File: src/rtl/pipe_ctrl_pkg.sv
// Shared CPU pipeline-control definitions: memory FSM encoding, default timeout
// and the source-operand match helper used by hazard detection.
package pipe_ctrl_pkg;

  typedef enum logic [1:0] {
    MEM_IDLE = 2'd0,
    MEM_WAIT = 2'd1,
    MEM_DONE = 2'd2
  } mem_state_t;

  localparam int unsigned TIMEOUT_CYCLES_DEFAULT = 255;
  localparam int unsigned REG_IDX_W              = 5;
  localparam int unsigned NUM_SRC                = 2;

  function automatic logic src_match(
    input logic                 re,
    input logic [REG_IDX_W-1:0] rs,
    input logic [REG_IDX_W-1:0] rd
  );
    return re && (rs == rd);
  endfunction

endpackage

File: src/rtl/pipe_ctrl_memfsm.sv
// Data-memory handshake FSM: holds the request through WAIT until ready or
// timeout, then spends one DONE cycle so the released pipeline can advance.
module pipe_ctrl_memfsm
  import pipe_ctrl_pkg::*;
#(
  parameter int unsigned TIMEOUT_CYCLES = TIMEOUT_CYCLES_DEFAULT
) (
  input  logic clk,
  input  logic rst_n,
  input  logic mem_req,
  input  logic dmem_ready,
  output logic dmem_req,
  output logic mem_stop,
  output logic err
);

  localparam int unsigned CNT_W = (TIMEOUT_CYCLES < 2) ? 1 : $clog2(TIMEOUT_CYCLES + 1);
  // The counter holds WAIT cycles already completed, so the last allowed
  // WAIT cycle is the one that sees TIMEOUT_CYCLES-1.
  localparam logic [CNT_W-1:0] LAST_WAIT = CNT_W'(TIMEOUT_CYCLES - 1);

  mem_state_t       state_reg;
  logic [CNT_W-1:0] wait_cnt_reg;
  logic             dmem_req_reg;
  logic             err_reg;
  logic             timeout_hit;

  assign timeout_hit = (wait_cnt_reg == LAST_WAIT);

  always_ff @(posedge clk or negedge rst_n) begin
    if (!rst_n) begin
      state_reg    <= MEM_IDLE;
      wait_cnt_reg <= '0;
      dmem_req_reg <= 1'b0;
      err_reg      <= 1'b0;
    end else begin
      case (state_reg)
        MEM_IDLE: begin
          if (mem_req) begin
            state_reg    <= MEM_WAIT;
            dmem_req_reg <= 1'b1;
            wait_cnt_reg <= '0;
          end
        end
        MEM_WAIT: begin
          if (dmem_ready) begin
            state_reg    <= MEM_DONE;
            dmem_req_reg <= 1'b0;
            wait_cnt_reg <= '0;
          end else if (timeout_hit) begin
            state_reg    <= MEM_DONE;
            dmem_req_reg <= 1'b0;
            err_reg      <= 1'b1;
            wait_cnt_reg <= '0;
          end else begin
            wait_cnt_reg <= wait_cnt_reg + CNT_W'(1);
          end
        end
        MEM_DONE: begin
          state_reg    <= MEM_IDLE;
          dmem_req_reg <= 1'b0;
        end
        default: begin
          state_reg    <= MEM_IDLE;
          dmem_req_reg <= 1'b0;
          wait_cnt_reg <= '0;
        end
      endcase
    end
  end

  // The detect cycle must freeze before the state register has moved.
  assign mem_stop = (state_reg == MEM_WAIT) || ((state_reg == MEM_IDLE) && mem_req);
  assign dmem_req = dmem_req_reg;
  assign err      = err_reg;

endmodule

File: src/rtl/pipe_ctrl.sv
// Pipeline hazard controller: memory-stall freeze, branch flush and load-use
// stall with fixed priority, plus a free-running stall-cycle counter.
module pipe_ctrl
  import pipe_ctrl_pkg::*;
#(
  parameter int unsigned TIMEOUT_CYCLES = TIMEOUT_CYCLES_DEFAULT
) (
  input  logic                 clk,
  input  logic                 rst_n,
  input  logic [REG_IDX_W-1:0] id_rs1,
  input  logic [REG_IDX_W-1:0] id_rs2,
  input  logic                 id_rs1_re,
  input  logic                 id_rs2_re,
  input  logic                 ex_mem_read,
  input  logic [REG_IDX_W-1:0] ex_wR,
  input  logic                 branch_taken_i,
  input  logic                 mem_req_i,
  input  logic                 dmem_ready_i,
  output logic                 dmem_req_o,
  output logic                 pipe_stop_o,
  output logic                 if_stop_o,
  output logic                 id_flush_o,
  output logic                 ex_flush_o,
  output logic                 err_o,
  output logic [31:0]          stall_cnt_o
);

  logic                              mem_stop;
  logic [NUM_SRC-1:0][REG_IDX_W-1:0] src_idx;
  logic [NUM_SRC-1:0]                src_re;
  logic [NUM_SRC-1:0]                src_hit;
  logic                              load_use;
  logic [31:0]                       stall_cnt_reg;

  pipe_ctrl_memfsm #(
    .TIMEOUT_CYCLES(TIMEOUT_CYCLES)
  ) u_memfsm (
    .clk       (clk),
    .rst_n     (rst_n),
    .mem_req   (mem_req_i),
    .dmem_ready(dmem_ready_i),
    .dmem_req  (dmem_req_o),
    .mem_stop  (mem_stop),
    .err       (err_o)
  );

  assign src_idx = {id_rs2, id_rs1};
  assign src_re  = {id_rs2_re, id_rs1_re};

  genvar gi;
  generate
    for (gi = 0; gi < NUM_SRC; gi++) begin : g_src
      assign src_hit[gi] = src_match(src_re[gi], src_idx[gi], ex_wR);
    end
  endgenerate

  // x0 is hardwired, so a load targeting it never creates a dependency.
  assign load_use = ex_mem_read && (ex_wR != '0) && (|src_hit);

  always_comb begin
    pipe_stop_o = mem_stop;
    if_stop_o   = 1'b0;
    id_flush_o  = 1'b0;
    ex_flush_o  = 1'b0;
    if (mem_stop) begin
      if_stop_o = 1'b1;
    end else if (branch_taken_i) begin
      id_flush_o = 1'b1;
      ex_flush_o = 1'b1;
    end else if (load_use) begin
      if_stop_o  = 1'b1;
      ex_flush_o = 1'b1;
    end
  end

  always_ff @(posedge clk or negedge rst_n) begin
    if (!rst_n) begin
      stall_cnt_reg <= '0;
    end else if (if_stop_o || pipe_stop_o) begin
      stall_cnt_reg <= stall_cnt_reg + 32'd1;
    end
  end

  assign stall_cnt_o = stall_cnt_reg;

endmodule

File: config.mk
export PLATFORM = sky130hd
export DESIGN_NAME = pipe_ctrl
export DESIGN_NICKNAME = d
export VERILOG_FILES = /design/src/rtl/pipe_ctrl_pkg.sv /design/src/rtl/pipe_ctrl_memfsm.sv /design/src/rtl/pipe_ctrl.sv
export SDC_FILE = /design/constraint.sdc
export NUM_CORES = 1
export LEC_CHECK = 0
export CAP_MARGIN = 25
export CORE_MARGIN = 2
export CORE_UTILIZATION = 48
export CTS_CLUSTER_DIAMETER = 100
export DETAILED_ROUTE_END_ITERATION = 7
export PLACE_DENSITY = 0.77
export SLEW_MARGIN = 20
export SYNTH_ARGS = -nofsm -noshare
export SYNTH_HDL_FRONTEND = slang
export SYNTH_SLANG_ARGS = --single-unit
File: constraint.sdc
create_clock -name clk -period 2.05 [get_ports clk]
set_input_delay 0.41 -clock clk [delete_from_list [all_inputs] [get_ports clk]]
set_output_delay 0.41 -clock clk [all_outputs]
set_load 0.02 [all_outputs]
==> results of run 1 <==
[metrics by stage]
| step | worst slack [ps] | hold slack [ps] | instances |
|---|---|---|---|
| after global routing | -103 | 220 | 363 |
| after detailed placement | -815 | 456 | 353 |
| after CTS | -60.4 | 186 | 362 |
| final | -29.4 | 164 | 363 |
| after global placement | -793 | 443 | 353 |
| after floorplan | 76.8 | 114 | 225 |
[Yosys cell counts, types with 2 or more instances]
master,number
clkbuf_1,3
nand2b_1,5
dfrtp_1,43
o21ai_0,12
nand2_1,20
xnor2_1,15
nor4_1,2
nand3_1,11
nor3_1,9
xor2_1,28
nor4_2,5
ha_1,3
nand4_1,10
buf_4,2
and3_1,3
nor2b_1,3
nor2_1,19
nor3b_1,3
inv_1,6
a21oi_1,2
buf_6,2
nor4b_1,2
[power breakdown]
group / total [mW] / internal [mW] / switching [mW] / leakage (nW)
Clock: 0.533 / 0.238 / 0.295 / 0.0412
Combinational: 1.27 / 0.600 / 0.673 / 0.870
Sequential: 1.16 / 0.991 / 0.164 / 0.544
[cell type report]
type                            instances  share of cell area [%]
Clock buffer                            6                    2.26
Multi-Input combinational cell        169                    37.5
Sequential cell                        43                    33.5
Inverter                                6                   0.701
Tap cell                               54                    2.10
Clock inverter                          2                   0.389
Timing Repair Buffer                   83                    23.5
[per-layer routing]
layer / vias to the layer above / global-route usage [%] / share of wire [%]
met4: 0 / 6.17 / 1.3
li1: 935 / - / -
met1: 901 / 26.7 / 45
met3: 7 / 5.11 / 3.6
met5: - / 0 / 0
met2: 38 / 33.7 / 50
[final timing paths]
kind / from / endpoint / slack [ps] / cells past startpoint
min: rst_n / stall_cnt_o[21]$_DFFE_PN0P_ / 160 / 2
max reg2reg: stall_cnt_o[8]$_DFFE_PN0P_ / stall_cnt_o[27]$_DFFE_PN0P_ / 180 / 6
min reg2reg: u_memfsm.err$_DFFE_PN0P_ / u_memfsm.err$_DFFE_PN0P_ / 470 / 1
min in group clk: u_memfsm.err$_DFFE_PN0P_ / u_memfsm.err$_DFFE_PN0P_ / 470 / 1
max in group asynchronous: rst_n / u_memfsm.wait_cnt_reg[4]$_DFFE_PN0P_ / 1510 / 2
max: ex_wR[0] / if_stop_o / -30 / 8
[logic make-up after synthesis]
logic type,after synthesis,share of synthesized area (%)
buf+inv,13,3.10
compound gates,20,5.33
simple gates,102,26.3
flops,43,46.8
fa+ha+maj,3,1.63
xor+xnor,43,16.4
mux,1,0.490
[layout by cell type (no fill, tap or decap), types with 2 or more instances in the layout]
cell and instances:
buf_6 4, ha_1 3, nand4_1 10, inv_1 5, buf_4 22, and3_1 3
nor4_2 5, nor3b_1 3, nand2b_1 5, buf_2 3, nand3_1 10, xnor2_2 2
nand2_1 20, nor4b_1 2, dfrtp_1 43, clkbuf_8 5, dlygate4sd2_1 10, o21ai_0 12
clkdlybuf4s50_1 40, nor3_1 8, nor2_1 19, clkbuf_2 2, xnor2_1 13, nor2b_1 3
nor4_4 2, xor2_1 28, a21oi_1 2
[timing repair]
item,in CTS,in global routing
gates resized for setup,41,16
hold buffers,0,0
endpoints found under the hold margin,0,0
endpoints found under the setup margin,23,9
setup buffers,1,1
pin swaps,14,10
[worst reg2reg max path, stage by stage, from the launching register on]
cell	delay (ps)
dfrtp_1	420
and3_4	250
nand4_4	130
or3_1	320
buf_4	200
nor4_2	320
xor2_1	170
==> out/results.txt, run 1 <==
final setup fails = 1
failing checks = setup timing
CP max-delay cell = or4_4
Multi-input gate area = 1210 µm²
clock-pin slew on the worst setup and hold paths = 80 ps
Routed Antenna Nets = 0
antenna cells = 0
status = finished with violations
ys flop type = dfrtp_1
Syn Area/Cell = 10.2 µm²
register area share after synthesis = 46.8%
GPL Wtd Cong = 0.787
Fill cells = 350
Crit. End Element = primary output
EDFF count, synth = 0
Critical Path RT = 1640 ps
WP data arrival = 1670 ps
H-tree Lvls = 2
Worst Skew = 6.19 ps
DR iter-0 viols = 106
Top Ports = 61
first-pass GRT wire length = 8.43 mm
Period minus WS final = 2080 ps
max-slew violations = 0
Largest register FFs = 32
critical path type = input port to primary output
leakage power = 1.46 nW
Cells after Synth = 225
PwrDens = 922 nW/µm²
DR vias = 1881
PnR Total Power = 2.96 mW
total CTS buffers = 5
worst hold path type = input port to asynchronous set/reset pin
relative slew slack = 64.3%
die area = 5360 µm²
core area = 4660 µm²
Remaining DRCs = 0
Post-Place Cell Area = 3080 µm²
Buffers on Ports = 60
Die X = 73.2 µm
area grow syn2layout = 39.7%
post-synth top area cell = dfrtp_1
final instance area = 3210 µm²
cell family with most CP delay = simple AND/OR/NAND/NOR gates
pin count of the biggest net entering global routing = 44
Starting Density = 49.3%
GRT Residual Overflow = 0
chip height = 73.2 µm
initial antenna violation count = 0
Max IR drop VDD = 0.000836 V
count of yosys warnings during synthesis = 0
Cell Area, Synth = 2300 µm²
Util after Layout = 68.9%
flip-flop and latch area = 1080 µm²
overall routed net length = 5.09 mm
ys async rst share = 100%
Worst-Skew Late Latency = 300 ps
RSZ-0062 raised after global routing = yes
root buffer cell = clkbuf_8
Post-Route Setup TNS = -29.4 ps
TritonCTS clock tree = done
most frequent CP cell = buf_6
share of layout cells above drive strength 1 = 19.7%
Post-Syn Nets = 251
Total GRT Usage = 20.5%
Rows = 25
Max Root-Sink Buffers = 2
Hold Vio Cnt, Final = 0
clk sinks = 43
NumNets Final = 334
CP max stage delay = 530 ps
Synth Register Bits = 43
share of the synthesized area in the top cell type = 46.8%
worst setup margin = -29.4 ps
CP cell instances = buf_6, or4_4, o21ai_2, nor2_1, a21oi_1, buf_4, inv_2, buf_6
post-DP HPWL = 3.80 mm
post-DR wirelength/cell = 14.0 µm
MaxCap Viol Count = 0
Via density = 5.18
Achievable Freq = 0.481 GHz
Crit path buffers/inverters = 4
crit-path max FO = 2
Synth area leaders = dfrtp_1, xor2_1, xnor2_1
startpoint types = input port
fin crit share = 101%
Distinct cells, synth = 39
vias in the first global route = 1807
Slew @ Worst Pin = 535 ps
drt first pass iters = 4
Power figures use the tool's default switching activity.
==> inputs of run 2 (changes only) <==
Settings changed: CORE_MARGIN 2 to 3.
==> out/results.txt, run 2 (synthesis results as in run 1) <==
Via density = 5.31 (+2.4%)
RSZ-0062 raised after global routing = yes
fin crit share = 101% (-0.51 points)
status = finished with violations
Crit. End Element = primary output
leakage power = 1.45 nW (-0.33%)
die area = 5660 µm² (+5.5%)
Buffers on Ports = 60 (unchanged)
initial antenna violation count = 0 (unchanged)
relative slew slack = 64.2% (-0.14 points)
GRT Residual Overflow = 0 (unchanged)
worst hold path type = input port to asynchronous set/reset pin
Worst-Skew Late Latency = 300 ps (about the same)
clk sinks = 43 (unchanged)
Routed Antenna Nets = 0 (unchanged)
pin count of the biggest net entering global routing = 44 (unchanged)
DR iter-0 viols = 136 (+28%)
most frequent cells in the layout = dfrtp_1, clkdlybuf4s50_1, xor2_1
Slew @ Worst Pin = 537 ps (+2.17 ps)
Post-Route Setup TNS = -19.0 ps (+10.5 ps)
antenna cells = 0 (unchanged)
WP data arrival = 1660 ps (about the same)
PwrDens = 958 nW/µm² (+3.9%)
Starting Density = 51.4% (+2.1 points)
GPL Wtd Cong = 0.810 (+2.9%)
Total GRT Usage = 19.1% (-1.4 points)
max-slew violations = 0 (unchanged)
post-DR wirelength/cell = 14.3 µm (+1.9%)
Max IR drop VDD = 0.000697 V (-17%)
hold_buf cts = 0 (unchanged)
NumNets Final = 333 (-0.30%)
first-pass GRT wire length = 8.38 mm (-0.65%)
overall routed net length = 5.14 mm (+1.1%)
Largest register FFs = 32 (unchanged)
root buffer cell = clkbuf_8
Period minus WS final = 2070 ps (-10.5 ps)
P_int = 1.94 mW (+6.0%)
Clk pwr share = 21.7% (+3.7 points)
clock-pin slew on the worst setup and hold paths = 90 ps (about the same)
PnR Total Power = 3.08 mW (+4.0%)
area grow syn2layout = 39.8% (about the same)
Max Root-Sink Buffers = 2 (unchanged)
Seq pwr share = 37.6% (-1.4 points)
MaxCap Viol Count = 0 (unchanged)
total CTS buffers = 5 (unchanged)
critical path type = input port to primary output
Critical Path RT = 1640 ps (about the same)
Die X = 75.2 µm (+2.7%)
final setup fails = 1 (unchanged)
post-DP HPWL = 3.92 mm (+3.2%)
core area = 4470 µm² (-4.0%)
startpoint types = input port
vias in the first global route = 1833 (+1.4%)
crit-path max FO = 2 (unchanged)
Remaining DRCs = 0 (unchanged)
Rows = 24 (-4.0%)
logic gate share of total power = 40.7% (-2.3 points)
failing checks = setup timing
DR vias = 1910 (+1.5%)
worst setup margin = -19.0 ps (+10.5 ps)
Hold Vio Cnt, Final = 0 (unchanged)
Worst Skew = 8.48 ps (+2.29 ps)
share of layout cells above drive strength 1 = 19.8% (+0.064 points)
commonest non-fill, non-tap cell in the layout = dfrtp_1
sw power = 1.14 mW (+0.84%)
Top Ports = 61 (unchanged)
H-tree Lvls = 2 (unchanged)
Sw Share = 37.0% (-1.2 points)
TritonCTS clock tree = done
Achievable Freq = 0.483 GHz (+0.51%)
drt first pass iters = 4 (unchanged)
chip height = 75.2 µm (+2.7%)
[run 2: area by class of cell]
cell class / count / area [µm²]
fill: 331 / 1260
multi-input combinational: 169 / 1200
sequential: 43 / 1080
timing repair buffer: 82 / 741
clock buffer: 5 / 68.8
tap: 52 / 65.1
clock inverter: 3 / 43.8
inverter: 6 / 22.5
[run 2: final timing paths]
check	startpoint	to	slack (ps)	cells past startpoint
min in group clk	stall_cnt_o[31]$_DFFE_PN0P_	stall_cnt_o[31]$_DFFE_PN0P_	480	1
max in group asynchronous	rst_n	u_memfsm.wait_cnt_reg[0]$_DFFE_PN0P_	1500	2
min reg2reg	stall_cnt_o[31]$_DFFE_PN0P_	stall_cnt_o[31]$_DFFE_PN0P_	480	1
max reg2reg	stall_cnt_o[8]$_DFFE_PN0P_	stall_cnt_o[27]$_DFFE_PN0P_	180	6
max	ex_wR[0]	if_stop_o	-20	8
min	rst_n	stall_cnt_o[23]$_DFFE_PN0P_	160	2
[run 2: routing by layer]
metal	global-route usage [%]	routed length [µm]	part of all wire, %
met5	0	0	0
met4	5.24	49	0.95
met3	3.34	180	3.5
met2	32.7	2660	52
met1	25.1	2250	44
[run 2: timing repair]
item                                    in CTS  in global routing
buffers inserted                             2                  0
endpoints found under the setup margin      25                  6
resized for setup                           47                  8
pin swaps                                   20                  8
endpoints found under the hold margin        0                  0
[run 2: stage by stage]
stage | instances | utilization [%] | area [µm²] | setup slack [ps] | hold slack [ps]
after floorplan | 225 | - | 2300 | 76.8 | 114
after global placement | 350 | 68.7 | 3070 | -788 | 446
after detailed placement | 350 | 68.7 | 3070 | -806 | 467
after CTS | 360 | 71.5 | 3200 | -31.6 | 191
after global routing | 360 | 71.9 | 3220 | -95.2 | 213
final | 360 | 71.9 | 3220 | -19.0 | 163
[run 2: power by group through the flow]
stage	Sequential, mW	Clock [mW]	Combinational, mW
2_1_floorplan	1.30	0	0.542
3_3_place_gp	1.17	0	1.24
3_5_place_dp	1.17	0	1.26
4_1_cts	1.16	0.679	1.26
5_1_grt	1.18	0.701	1.36
6_report	1.16	0.668	1.25
[run 2: worst max-delay path: stages]
cell and delay [ps]:
buf_6 90, or4_4 530, o21ai_2 140, nor2_1 50
a21oi_1 150, buf_4 140, inv_2 30, buf_6 120
